`config.mk`:
```
export PLATFORM = sky130hd
export DESIGN_NAME = store_buffer
export DESIGN_NICKNAME = d
export VERILOG_FILES = /design/src/rtl/store_buffer.sv
export SDC_FILE = /design/constraint.sdc
export NUM_CORES = 1
export LEC_CHECK = 0
export ABC_AREA = 1
export CORE_MARGIN = 4
export CORE_UTILIZATION = 55
export DETAILED_ROUTE_END_ITERATION = 8
export PLACE_DENSITY = 0.77
export SLEW_MARGIN = 20
export SYNTH_ARGS = -nofsm -noshare
export SYNTH_HDL_FRONTEND = slang
export SYNTH_SLANG_ARGS = --single-unit
```
`constraint.sdc`:
```
create_clock -name clk -period 6.3 [get_ports clk]
set_clock_uncertainty 0.2 [all_clocks]
set_input_delay 1.26 -clock clk [delete_from_list [all_inputs] [get_ports clk]]
set_output_delay 1.26 -clock clk [all_outputs]
set_load 0.01 [all_outputs]
```
`src/rtl/store_buffer.sv`:
```
// store_buffer: in-order FIFO of byte-masked stores feeding the shared DMEM/IMEM write port,
// with per-byte store-to-load forwarding of pending DMEM stores.
module store_buffer #(
  parameter int DEPTH  = 4,
  parameter int AWIDTH = 32
) (
  input  logic                       clk,
  input  logic                       rst_n,
  input  logic                       st_valid_i,
  output logic                       st_ready_o,
  input  logic [AWIDTH-1:0]          st_addr_i,
  input  logic [31:0]                st_data_i,
  input  logic [3:0]                 st_dmem_wea_i,
  input  logic [3:0]                 st_imem_wea_i,
  output logic                       mem_valid_o,
  input  logic                       mem_ready_i,
  output logic [AWIDTH-1:0]          mem_addr_o,
  output logic [31:0]                mem_din_o,
  output logic [3:0]                 mem_dmem_wea_o,
  output logic [3:0]                 mem_imem_wea_o,
  input  logic [AWIDTH-1:0]          ld_addr_i,
  output logic [3:0]                 fwd_mask_o,
  output logic [31:0]                fwd_data_o,
  output logic [$clog2(DEPTH+1)-1:0] count_o,
  output logic                       empty_o
);
  localparam int PW = $clog2(DEPTH);
  localparam int CW = $clog2(DEPTH+1);

  logic [DEPTH-1:0]  vld_q;
  logic [AWIDTH-1:0] addr_q [DEPTH];
  logic [31:0]       data_q [DEPTH];
  logic [3:0]        dwe_q  [DEPTH];
  logic [3:0]        iwe_q  [DEPTH];
  logic [PW-1:0]     wr_q, rd_q, hd, fj;
  logic [CW-1:0]     count_q, count_d;
  logic              enq, deq;

  assign st_ready_o     = count_q != CW'(DEPTH);
  assign enq            = st_valid_i && st_ready_o && (|st_dmem_wea_i || |st_imem_wea_i);
  assign deq            = mem_valid_o && mem_ready_i;
  assign count_d        = count_q + CW'(enq) - CW'(deq);
  assign count_o        = count_q;
  assign empty_o        = count_q == '0;
  // When drained, the slot just behind rd_q still holds the last store presented.
  assign hd             = empty_o ? rd_q - PW'(1) : rd_q;
  assign mem_valid_o    = vld_q[rd_q];
  assign mem_addr_o     = addr_q[hd];
  assign mem_din_o      = data_q[hd];
  assign mem_dmem_wea_o = mem_valid_o ? dwe_q[rd_q] : 4'h0;
  assign mem_imem_wea_o = mem_valid_o ? iwe_q[rd_q] : 4'h0;

  // Walk oldest to youngest so the youngest hitting store wins each lane.
  always_comb begin
    fwd_mask_o = '0;
    fwd_data_o = '0;
    fj = rd_q;
    for (int k = 0; k < DEPTH; k++) begin
      fj = rd_q + PW'(k);
      for (int l = 0; l < 4; l++)
        if (vld_q[fj] && dwe_q[fj][l] && addr_q[fj][AWIDTH-1:2] == ld_addr_i[AWIDTH-1:2]) begin
          fwd_mask_o[l] = 1'b1;
          fwd_data_o[8*l +: 8] = data_q[fj][8*l +: 8];
        end
    end
  end

  always_ff @(posedge clk or negedge rst_n) begin
    if (!rst_n) begin
      vld_q   <= '0;
      wr_q    <= '0;
      rd_q    <= '0;
      count_q <= '0;
      for (int i = 0; i < DEPTH; i++) begin
        addr_q[i] <= '0;
        data_q[i] <= '0;
        dwe_q[i]  <= '0;
        iwe_q[i]  <= '0;
      end
    end else begin
      if (enq) begin
        vld_q[wr_q]  <= 1'b1;
        addr_q[wr_q] <= st_addr_i;
        data_q[wr_q] <= st_data_i;
        dwe_q[wr_q]  <= st_dmem_wea_i;
        iwe_q[wr_q]  <= st_imem_wea_i;
        wr_q         <= wr_q + PW'(1);
      end
      if (deq) begin
        vld_q[rd_q] <= 1'b0;
        rd_q        <= rd_q + PW'(1);
      end
      count_q <= count_d;
    end
  end
endmodule

```
==> run summary <==
CP max FO = 87
Layout cell share with drive strength beyond 1 = 8.33%
DIE AREA = 0.0452 sq mm
IO Count = 222
Worst R2R Setup Slack = 1.79 ns
First-pass GRT wire length = 117000 um
Routed WL = 74000 um
Distinct cell type count after synthesis = 34
Post-layout instance area = 0.0264 sq mm
CTS hold repair buffers = 0
Post-DP HPWL = 46600 um
Rows = 74
Endpoint class of the critical path = output port
CTS clk-pin slew, worst paths = 0.06 ns
Maxcap violations = 0
Worst Setup Path Type = reg -> out
CTS tree = built
Fmax = 164 MHz
Period utilization = 96.6%
Via Count = 24600
Syn Inst Count = 3477
Mapped Avg Cell Area = 6.62 sq um
Flip-flop and latch area = 0.00749 sq mm
Maximum buffer depth of the clock tree = 3
RSZ-0062 raised after global routing = no
P per Cell Area = 663 mW/mm^2
Hold Worst Slack = 0.301 ns
#FFs+latches synth = 299
Worst vdd ir = 643 uV
Worst setup SP type = flip-flop
Final hold vios = 0
CTS H-tree depth = 2
Placed cell areas = 0.0252 sq mm
Skew-Pair Late Insertion Delay = 0.56 ns
CP Capture Point = fwd_data_o[31]
Fin cells = 4101
Area Growth Syn to Fin = 14.8%
Post_cts resized = 0
Number of synthesized flops with an enable pin = 0
Yosys warning total = 0
Largest net degree at the start of global routing = 250
Num CTS Buffers = 37
Reg-to-Reg End = count_o[2]
GRT overflow = 0
Root Buffer = clkbuf_16
FILL cells = 3585
Number of global-route vias before repair = 23000
Initial DRT Pass Iterations = 6
Final Power = 17500 uW
Via density = 6.00
CORE AREA = 0.0411 sq mm
Setup repair bufs after CTS = 0
Setup crit start = rd_q[0]
Area of the multi-input gates = 0.0134 sq mm
CTS sink count = 299
Worst reg2reg startpoint = rd_q[1]
Overall Global Routing Usage = 31.8%
Worst-margin pin slew = 1.09 ns
CP Data Arrival Time = 4.63 ns
Port buffer count = 219
Starting Density = 56.0%
DR iter-0 viols = 2953
Layout net count = 3658
Reg2Reg Depth = 13
Syn nets = 3596
Worst Hold Class = reg -> reg
Die Ht = 213 um
Wirelength per Cell = 18.1 um
Top_reg_cell synth = dfrtp_1
Placed cells = 4032
Slew Limit Fails = 0
Slew headroom = 27.2%
LEAKAGE = 0.0123 uW
Synth Cell Area = 0.0230 sq mm
Sequential fraction of the synthesis area = 32.5%
Share of flip-flops with an asynchronous set or reset = 100%
Final setup vio count = 0
Tmin final = 6.09 ns
Status = completed
Initial antenna violation count = 6
Post-route ant nets = 0
GPL Wtd Cong = 0.891
DRC errors left = 0
WP data required = 4.84 ns
Die W = 213 um
Setup TNS = 0 ns
[critical path, cell delays in order, from the launching register on]
cell and delay [ns]:
dfrtp_4 0.51, inv_4 0.08, ha_2 0.32, inv_8 0.43
nand3_1 0.13, nand2_1 0.10, xor2_1 0.31, nand2_1 0.09
nor2_1 0.14, nand2_1 0.11, nor2_4 0.25, nand3_2 0.38
nand2_1 0.19, inv_1 0.06, a21oi_1 0.32, clkdlybuf4s50_1 0.61
[layer usage]
layer / global-route usage (%) / part of all wire, % / vias up
met5: 0 / 0.054 / -
met4: 11.7 / 3.4 / 6
met3: 6.14 / 10 / 191
met2: 50.5 / 46 / 1350
met1: 43.4 / 41 / 11400
li1: - / - / 11600
[registers in the layout, indices dropped and copies added (netlist names)]
register	count
data_q	128
addr_q	128
vld_q	4
count_o	3
rd_q	2
iwe_q	16
dwe_q	16
wr_q	2
[placed cells by master (no fill, tap or decap), drive strengths merged]
| master | instances |
|---|---|
| inv | 277 |
| nand3 | 347 |
| nor2 | 204 |
| clkinv | 18 |
| nor3 | 2 |
| fa | 1 |
| and2 | 2 |
| o22ai | 42 |
| xor2 | 36 |
| diode | 3 |
| bufinv | 3 |
| nand4 | 115 |
| a21oi | 85 |
| mux2 | 164 |
| dfrtp | 299 |
| xnor2 | 1 |
| nor4 | 2 |
| nand2 | 1093 |
| clkbuf | 53 |
| o21ai | 546 |
| o211ai | 1 |
| buf | 34 |
| a31oi | 8 |
| clkdlybuf4s50 | 218 |
| mux2i | 5 |
| ha | 10 |
[report_power, final]
part / internal (uW) / switching [uW]
Clock: 1330 / 867
Combinational: 4240 / 7360
Sequential: 2910 / 801
[kinds of logic after synthesis]
family | count (synthesis) | share of synthesized area [%]
multiplexers | 169 | 8.24
AND/OR/NAND/NOR | 1765 | 32.5
flip-flops | 299 | 32.5
AO/OA/AOI/OAI | 682 | 15.1
adder cells (fa/ha/maj) | 11 | 0.631
XOR/XNOR | 37 | 1.41
buffers and inverters | 514 | 9.61
[area by class of cell]
class,instances,area share [%]
inverters,285,4.11
clock buffers,53,4.16
well taps,532,2.52
repair buffers,252,9.65
clock inverters,13,0.545
flip-flops and latches,299,28.4
diodes,3,0.0284
multi-input cells,2664,50.6
[through the flow]
stage          setup WS, ns  util, %
2_1_floorplan          1.24        -
3_3_place_gp          0.586     61.2
3_5_place_dp          0.578     61.2
4_1_cts               0.176     64.2
5_1_grt              0.0793     64.2
6_report              0.214     64.2
[how the worst min path moves through the flow]
| stage | cells past startpoint | slack (ns) | from | to |
|---|---|---|---|---|
| floorplan | 1 | 0.28 | iwe_q[15] | iwe_q[15] |
| global placement | 1 | 0.28 | iwe_q[14] | iwe_q[14] |
| detailed placement | 1 | 0.29 | addr_q[1] | addr_q[1] |
| CTS | 1 | 0.30 | iwe_q[0] | iwe_q[0] |
| global route | 1 | 0.31 | addr_q[1] | addr_q[1] |
| finish | 1 | 0.30 | addr_q[1] | addr_q[1] |
[synth_stat cells (2+ instances only)]
cell type	n	area, sq um
buf_1	5	18.8
inv_2	6	22.5
nand2_2	5	31.3
nor2_1	196	736
nand2_1	1088	4080
inv_1	268	1010
mux2i_1	5	50.1
clkinv_1	10	37.5
a31oi_1	8	50.1
nor4_1	2	12.5
and2_1	2	12.5
clkbuf_1	137	514
xor2_1	36	315
buf_6	18	203
nand4_1	115	719
nor2_2	4	25.0
a21oi_1	85	425
o22ai_1	42	263
nor2_4	2	22.5
nand3_2	9	90.1
nor3_1	2	10.0
buf_2	46	230
buf_4	23	173
dfrtp_1	299	7480
ha_1	10	125
nand3_1	338	1690
o21ai_0	545	2730
mux2_2	164	1850
nor2_8	2	40.0
Note: power is estimated with default switching activity, not from simulation.
